`src/rtl/memp_row_packer_pkg.sv`:
```
// Shared definitions for the P-vector row packer and its neighbours:
// default geometry, state encoding and the lane-index width helper.
package memp_row_packer_pkg;

    localparam int ELEMENT_WIDTH = 64;
    localparam int NO_OF_UNITS   = 8;
    localparam int ADDRESS_WIDTH = 20;
    localparam int COUNT_WIDTH   = 20;

    typedef enum logic [1:0] {
        ST_IDLE  = 2'd0,
        ST_FILL  = 2'd1,
        ST_WRITE = 2'd2,
        ST_DONE  = 2'd3
    } pack_state_t;

    // Width of a lane index; kept at least one bit so a single-lane row
    // still has a legal counter.
    function automatic int lane_index_width(input int units);
        return (units > 1) ? $clog2(units) : 1;
    endfunction

    localparam int LANE_WIDTH = lane_index_width(NO_OF_UNITS);
    localparam int ROW_WIDTH  = NO_OF_UNITS * ELEMENT_WIDTH;

endpackage

```
`src/rtl/memp_row_packer_if.sv`:
```
// Bus between the element stream source / memory write port and the row
// packer. master = the environment driving the load, slave = the packer.
interface memp_row_packer_if
    import memp_row_packer_pkg::*;
#(
    parameter int element_width = ELEMENT_WIDTH,
    parameter int no_of_units   = NO_OF_UNITS,
    parameter int address_width = ADDRESS_WIDTH,
    parameter int count_width   = COUNT_WIDTH
);
    localparam int row_width = no_of_units * element_width;

    logic                     start;
    logic [address_width-1:0] base_address;
    logic [count_width-1:0]   total_elements;
    logic [element_width-1:0] in_data;
    logic                     in_valid;
    logic                     in_ready;
    logic                     write_enable;
    logic [address_width-1:0] write_address;
    logic [row_width-1:0]     write_data;
    logic                     busy;
    logic                     finish;

    modport master (
        output start, base_address, total_elements, in_data, in_valid,
        input  in_ready, write_enable, write_address, write_data, busy, finish
    );

    modport slave (
        input  start, base_address, total_elements, in_data, in_valid,
        output in_ready, write_enable, write_address, write_data, busy, finish
    );

endinterface

```
`src/rtl/memp_row_packer.sv`:
```
// Row packer: collects no_of_units element words per row and writes each
// row to consecutive memory addresses starting at a programmable base.
// Optional build macro MEMP_PACK_ZERO_PAD_EN: clear the row register after
// every write so unfilled lanes of a partial last row are written as zero;
// without it those lanes keep the previous row's contents.
module memp_row_packer
    import memp_row_packer_pkg::*;
#(
    parameter int element_width = ELEMENT_WIDTH,
    parameter int no_of_units   = NO_OF_UNITS,
    parameter int address_width = ADDRESS_WIDTH,
    parameter int count_width   = COUNT_WIDTH
)(
    input  logic              clk,
    input  logic              reset,
    memp_row_packer_if.slave  bus
);

    localparam int row_width  = no_of_units * element_width;
    localparam int lane_width = lane_index_width(no_of_units);
    localparam logic [lane_width-1:0] lane_last = lane_width'(no_of_units - 1);

    pack_state_t              state_r;
    pack_state_t              state_next_s;
    logic [lane_width-1:0]    lane_r;
    logic [lane_width-1:0]    lane_next_s;
    logic [count_width-1:0]   remaining_r;
    logic [count_width-1:0]   remaining_next_s;
    logic [address_width-1:0] row_addr_r;
    logic [address_width-1:0] row_addr_next_s;
    logic [row_width-1:0]     row_r;
    logic [row_width-1:0]     row_ins_s;
    logic [row_width-1:0]     row_next_s;
    logic                     transfer_s;

    logic                     in_ready_r;
    logic                     write_enable_r;
    logic [address_width-1:0] write_address_r;
    logic [row_width-1:0]     write_data_r;
    logic                     busy_r;
    logic                     finish_r;

    // Next-state, counter and lane-insert logic for the load sequencer.
    always_comb begin
        state_next_s     = state_r;
        lane_next_s      = lane_r;
        remaining_next_s = remaining_r;
        row_addr_next_s  = row_addr_r;
        row_ins_s        = row_r;
        transfer_s       = 1'b0;
        case (state_r)
            ST_IDLE: begin
                if (bus.start) begin
                    row_addr_next_s  = bus.base_address;
                    remaining_next_s = bus.total_elements;
                    lane_next_s      = '0;
                    if (bus.total_elements == '0) begin
                        state_next_s = ST_DONE;
                    end else begin
                        state_next_s = ST_FILL;
                    end
                end else begin
                    state_next_s = ST_IDLE;
                end
            end
            ST_FILL: begin
                transfer_s = bus.in_valid && in_ready_r;
                if (transfer_s) begin
                    row_ins_s[lane_r*element_width +: element_width] = bus.in_data;
                    lane_next_s      = lane_r + lane_width'(1);
                    remaining_next_s = remaining_r - count_width'(1);
                    // Row closes when its last lane fills or the load runs out.
                    if ((lane_r == lane_last) || (remaining_r == count_width'(1))) begin
                        state_next_s = ST_WRITE;
                    end else begin
                        state_next_s = ST_FILL;
                    end
                end else begin
                    state_next_s = ST_FILL;
                end
            end
            ST_WRITE: begin
                // Address wraps silently at all-ones.
                row_addr_next_s = row_addr_r + address_width'(1);
                lane_next_s     = '0;
                if (remaining_r != '0) begin
                    state_next_s = ST_FILL;
                end else begin
                    state_next_s = ST_DONE;
                end
            end
            ST_DONE: begin
                state_next_s = ST_IDLE;
            end
            default: begin
                state_next_s = ST_IDLE;
            end
        endcase
    end

    // Row register update, optionally cleared once a row has been written.
    always_comb begin
        row_next_s = row_ins_s;
`ifdef MEMP_PACK_ZERO_PAD_EN
        if (state_r == ST_WRITE) begin
            row_next_s = '0;
        end else begin
            row_next_s = row_ins_s;
        end
`endif
    end

    // State, counters, row buffer and registered outputs.
    always_ff @(posedge clk) begin
        if (reset) begin
            state_r         <= ST_IDLE;
            lane_r          <= '0;
            remaining_r     <= '0;
            row_addr_r      <= '0;
            row_r           <= '0;
            in_ready_r      <= 1'b0;
            write_enable_r  <= 1'b0;
            write_address_r <= '0;
            write_data_r    <= '0;
            busy_r          <= 1'b0;
            finish_r        <= 1'b0;
        end else begin
            state_r        <= state_next_s;
            lane_r         <= lane_next_s;
            remaining_r    <= remaining_next_s;
            row_addr_r     <= row_addr_next_s;
            row_r          <= row_next_s;
            in_ready_r     <= (state_next_s == ST_FILL);
            write_enable_r <= (state_next_s == ST_WRITE);
            busy_r         <= (state_next_s != ST_IDLE);
            finish_r       <= (state_next_s == ST_DONE);
            // Present the completed row (including the element accepted on
            // this edge) for the single WRITE cycle, then hold it.
            if ((state_r == ST_FILL) && (state_next_s == ST_WRITE)) begin
                write_address_r <= row_addr_r;
                write_data_r    <= row_ins_s;
            end
        end
    end

    assign bus.in_ready      = in_ready_r;
    assign bus.write_enable  = write_enable_r;
    assign bus.write_address = write_address_r;
    assign bus.write_data    = write_data_r;
    assign bus.busy          = busy_r;
    assign bus.finish        = finish_r;

endmodule

```
`src/flat_wrapper.sv`:
```
// flat-port wrapper written by rule: the top's interface ports become plain ports
module memp_row_packer_flat import memp_row_packer_pkg::*;
#(
    parameter int element_width = ELEMENT_WIDTH,
    parameter int no_of_units   = NO_OF_UNITS,
    parameter int address_width = ADDRESS_WIDTH,
    parameter int count_width   = COUNT_WIDTH
)
  (clk, reset, bus_start, bus_base_address, bus_total_elements, bus_in_data, bus_in_valid, bus_in_ready, bus_write_enable, bus_write_address, bus_write_data, bus_busy, bus_finish);
  memp_row_packer_if #(.element_width(element_width), .no_of_units(no_of_units), .address_width(address_width), .count_width(count_width)) bus_i ();
  input  logic clk;
  input  logic reset;
  input wire logic [$bits(bus_i.start)-1:0] bus_start;
  input wire logic [$bits(bus_i.base_address)-1:0] bus_base_address;
  input wire logic [$bits(bus_i.total_elements)-1:0] bus_total_elements;
  input wire logic [$bits(bus_i.in_data)-1:0] bus_in_data;
  input wire logic [$bits(bus_i.in_valid)-1:0] bus_in_valid;
  output wire logic [$bits(bus_i.in_ready)-1:0] bus_in_ready;
  output wire logic [$bits(bus_i.write_enable)-1:0] bus_write_enable;
  output wire logic [$bits(bus_i.write_address)-1:0] bus_write_address;
  output wire logic [$bits(bus_i.write_data)-1:0] bus_write_data;
  output wire logic [$bits(bus_i.busy)-1:0] bus_busy;
  output wire logic [$bits(bus_i.finish)-1:0] bus_finish;
  assign bus_i.start = bus_start;
  assign bus_i.base_address = bus_base_address;
  assign bus_i.total_elements = bus_total_elements;
  assign bus_i.in_data = bus_in_data;
  assign bus_i.in_valid = bus_in_valid;
  assign bus_in_ready = bus_i.in_ready;
  assign bus_write_enable = bus_i.write_enable;
  assign bus_write_address = bus_i.write_address;
  assign bus_write_data = bus_i.write_data;
  assign bus_busy = bus_i.busy;
  assign bus_finish = bus_i.finish;
  memp_row_packer #(.element_width(element_width), .no_of_units(no_of_units), .address_width(address_width), .count_width(count_width)) u_core (.clk(clk), .reset(reset), .bus(bus_i));
endmodule
```
`config.mk`:
```
export PLATFORM = sky130hd
export DESIGN_NAME = memp_row_packer_flat
export DESIGN_NICKNAME = d
export VERILOG_FILES = /design/src/rtl/memp_row_packer_pkg.sv /design/src/rtl/memp_row_packer_if.sv /design/src/rtl/memp_row_packer.sv /design/src/flat_wrapper.sv
export SDC_FILE = /design/constraint.sdc
export NUM_CORES = 2
export LEC_CHECK = 0
export ABC_AREA = 1
export BUFFER_PORTS_ARGS = -buffer_cell sky130_fd_sc_hd__buf_4
export CAP_MARGIN = 40
export CORE_ASPECT_RATIO = 1.25
export CORE_UTILIZATION = 60
export CTS_CLUSTER_DIAMETER = 120
export DETAILED_ROUTE_END_ITERATION = 10
export HOLD_SLACK_MARGIN = 0.03
export PLACE_DENSITY = 0.86
export SYNTH_ARGS = -nofsm -noshare
export SYNTH_HDL_FRONTEND = slang
export SYNTH_SLANG_ARGS = --single-unit
export TNS_END_PERCENT = 5
```
`constraint.sdc`:
```
create_clock -name clk -period 5.9 [get_ports clk]
set_input_delay 0.59 -clock clk [delete_from_list [all_inputs] [get_ports clk]]
set_output_delay 0.59 -clock clk [all_outputs]
set_load 0.01 [all_outputs]
```
# After elaboration in Yosys (flattened, before gate mapping)
# Cells that the tools add are included.
# word_totals
register_bits	1093
output_inout_bits	536
wordCells	57
# classes
n_addsub	4
n_eq_ne	10
shifts	2
muxes	17
n_reduce_logical	13
# ops
operator	n
$mux 512	2
$bwmux 512	1
$shift 64x34->512 const A	1
$shiftx 64x34->512	1
$pmux 20 s2	2
$mux 20	3
$neg 9->34	1
$add 20x1->20 const B	1
$eq 20x1->1 const B	1
$logic_not 20->1	1
$reduce_bool 20->1	1
$sub 20x1->20 const B	1
$mux 2	5
$pmux 3 s3	1
$eq 2x2->1 const B	4
$pmux 2 s4	1
$mux 3	2
$reduce_and 3->1	2
$reduce_bool 2->1	3
$eq 2x1->1 const B	2
$add 3x1->3 const B	1
$eq 3x3->1 const B	1
$reduce_bool 3->1	1
$logic_and 1x1->1	2
5 further kinds	5

# Longest topological paths before layout
# depth
word_depth	7
depth_mapped	15

# Worst setup path before layout
# OpenSTA, ideal clock, no wires.
# synth_path
path_kind	register to register
from	register u_core.lane_r[0]
to	register u_core.write_data_r[58] (netlist: u_core.bus.write_data[58])
arrival_ns	2.289
required_ns	5.784
setup_slack_ns	3.495
stages_incl_launch_ff	16
synth_period_minus_slack_ns	2.405
path_cell_list	dfxtp_1 -> inv_2 -> ha_1 -> ha_1 -> buf_2 -> nor2_2 -> nand2_1 -> nor2_1 -> nand2_1 -> buf_6 -> buf_6 -> buf_6 -> nand2_1 -> o21ai_1 -> o21ai_0 -> nor2_1
# synth_between
elab_chain_cells	7
word_cells_on_any_way	13
classes_between	1 x add/sub; 2 x eq/ne; 2 x shift; 6 x mux; 2 x reduce/logical
# synth_rtl
element	line	source
from (decl)	memp_row_packer.sv:25	logic [lane_width-1:0] lane_r;
from (signal assigned)	memp_row_packer.sv:129	lane_r <= lane_next_s;
parallel branches: the longest is 7 deep, another holds $neg 9->34	-	
to (signal assigned)	memp_row_packer.sv:141	write_data_r <= row_ins_s;
to (decl)	memp_row_packer.sv:39	logic [row_width-1:0] write_data_r;
# Several ways; the timed one is not identified.
# A chain may end at the register's enable or synchronous reset.

# Worst setup path in the final report
# layout_path
from	register u_core.lane_r[1]
to	register u_core.write_data_r[142] (netlist: u_core.bus.write_data[142])
# Same word-level chain as after synthesis.

==> summary.txt <==
critical path capture point type: flip-flop
number of buffers added on ports: 643
Peak Freq: 0.247 GHz
met3 global-route usage: 0.106
DIE AREA: 73100 um^2
syn avg cell area: 7.03 um^2
WL per Instance: 21.1 um
Post-synth EDFFs: 0
postcts setup bufs: 0
Finished Layout Cells: 7563
Leak: 23.6 nW
r2r setup slk: 1.85 ns
Initial Util: 0.609
final setup vio count: 0
hold path depth: 3
Die W: 242 um
status: finished, final reports clean
worst vdd ir: 0.000241 V
RSZ-0062 raised after global routing: no
Max Cap Viol: 0
Register-to-Register Path Depth: 10
GP Congestion: 0.926
Core Rows: 109
Post-Synthesis Cells: 6145
setup TNS: 0 ns
register area share after synthesis: 0.507
post-route clock period utilization: 0.686
total CTS buffers: 101
first-pass GRT wire length: 235 mm
commonest non-fill, non-tap cells in the layout: nand2_1 (1571), nor2_1 (1310), dfxtp_1 (1092)
CTS clk-pin slew, worst paths: 0.07 ns
PostCTS Resize Cnt: 0
Initial DRC Count: 4874
Layout area overhead: 19.6%
routed wire length: 160 mm
Yosys warning total: 0
vias: 42400
Post-DRT Antenna Nets: 0
hold_buf cts: 0
crit path kind: flip-flop to flip-flop
Core Area: 70900 um^2
crit path max fanout: 71
num ports: 644
crit path from: u_core.lane_r[1]
placed cells: 7372
Pre-antenna DRT Iters: 9
Post-Syn Area: 43200 um^2
fin nets: 6648
Slew headroom: 0.345
r2r endpoint: u_core.bus.write_data[142]
worst path required time: 6.42 ns
share of cells above drive strength 1: 0.136
Final Max Slew Viols: 0
Chip Height: 302 um
Post-synth ARST share: 0
# DRC: 0
Post-synth top flop: dfxtp_1
Syn Nets: 6261
gr usage total: 0.423
most common cell after layout, fill and taps aside: nand2_1
met1 usage: 0.481
most used routing layer: met2
drt via density: 5.60
Root Driver: clkbuf_16
Fin. Hold Viols: 0
initial antenna violation count: 10
startpoint types: flip-flop
Worst R2R Start: u_core.lane_r[1]
Final Skew: 0.0316 ns
Worst EP arrival: 4.57 ns
Yosys reg bits: 1093
synth unique cells: 38
PwrDens: 297 nW/um^2
Hold EP: u_core.row_addr_r[0]
Hold Startpoint: bus_base_address[0]
htree depth: 3
gr ovfl total: 0
CTS tree: built
vias in the first global route: 39200
TritonCTS Sinks: 1093
Filler cells: 5609
post-layout min period: 4.05 ns
largest net degree at the start of global routing: 212
Hold Crit Class: input pin to flip-flop
Longest Clk Path Bufs: 3
met2 track utilization from global routing: 0.664
hpwl dp: 108 mm
worst slew pin tran: 0.982 ns
Clk Latency, worst-skew pair: 0.69 ns
cell usage after synthesis (6+ instances only):
cell | count | share of area
buf_2 | 122 | 0.014
dfxtp_1 | 1093 | 0.51
nand3_1 | 172 | 0.020
a31oi_1 | 9 | 0.0013
nor4_1 | 19 | 0.0028
and2_1 | 9 | 0.0013
inv_2 | 8 | 0.00070
xor2_1 | 6 | 0.0012
clkbuf_1 | 248 | 0.022
o21ai_0 | 419 | 0.049
o21bai_1 | 63 | 0.011
nor2_1 | 1311 | 0.11
buf_4 | 22 | 0.0038
ha_1 | 8 | 0.0023
buf_1 | 11 | 0.00096
nand4_1 | 46 | 0.0067
buf_6 | 6 | 0.0016
o21ai_1 | 83 | 0.0096
nand3b_1 | 20 | 0.0035
a21oi_1 | 368 | 0.043
nand2_1 | 1575 | 0.14
inv_1 | 490 | 0.043
how the worst max path moves through the flow:
stage	end	slack [ns]
finish	u_core.bus.write_data[142]	1.85
global route	u_core.bus.write_data[142]	1.58
CTS	u_core.bus.write_data[142]	1.96
detailed placement	u_core.bus.write_data[142]	1.97
global placement	u_core.bus.write_data[493]	1.74
floorplan	u_core.bus.write_data[58]	3.49
worst max-delay path, stage by stage, from the launching register on:
cell,delay (ns)
dfxtp_1,0.36
inv_1,0.10
ha_4,0.89
inv_1,0.36
buf_4,0.33
nor2_1,0.13
buf_4,0.28
nand2_4,0.38
buf_4,0.46
o21ai_0,0.40
a21oi_1,0.13
per-layer routing:
layer | wire (um) | share of wire
met3 | 17400 | 0.11
met5 | 22 | 0.00014
met1 | 55300 | 0.35
met4 | 16100 | 0.10
met2 | 71000 | 0.44
per-stage QoR:
stage                     utilization  total power [mW]  hold slack (ns)  setup slack [ns]  instance area (um^2)
final                           0.728              15.4            0.208              1.85                 51700
after detailed placement        0.679              8.58            0.457              1.97                 48100
after global routing            0.728              15.7            0.212              1.58                 51600
after floorplan                     -              8.14            0.446              3.49                 43200
after global placement          0.675              8.56            0.454              1.74                 47900
after CTS                       0.728              15.3            0.192              1.96                 51600
power by group:
group / internal [mW] / total [mW] / switching [mW] / leakage (nW)
Combinational: 0.226 / 1.02 / 0.792 / 13.0
Sequential: 7.41 / 7.45 / 0.0364 / 8.81
Clock: 3.96 / 6.89 / 2.93 / 1.72
sequential cells by signal (all words and copies together) (netlist names):
| name | cells |
|---|---|
| u_core.row_r | 512 |
| u_core.remaining_r | 20 |
| u_core.bus.finish | 1 |
| u_core.bus.write_enable | 1 |
| u_core.bus.in_ready | 1 |
| u_core.bus.write_data | 512 |
| u_core.bus.busy | 1 |
| u_core.bus.write_address | 20 |
| u_core.lane_r | 3 |
| u_core.row_addr_r | 20 |
| u_core.state_r | 2 |
area by class of cell:
cell class	instances	area [um^2]	share of cell area
diodes	6	15.0	0.000291
inverters	498	1880	0.0363
multi-input cells	4144	17700	0.343
flip-flops and latches	1093	21900	0.424
repair buffers	694	5500	0.106
well taps	943	1180	0.0228
clock buffers	145	3030	0.0586
clock inverters	40	480	0.00930
logic make-up (layout without fill, tap and decap cells):
group / Yosys count / after routing / share of synthesized area
xor+xnor: 7 / 7 / 0.00142
other cells: 0 / 6 / 0
compound gates: 960 / 960 / 0.116
buf+inv: 908 / 1377 / 0.0854
simple gates: 3169 / 3169 / 0.288
flops: 1093 / 1093 / 0.507
fa+ha+maj: 8 / 8 / 0.00232
No activity file was read; power rests on OpenSTA's default activity.
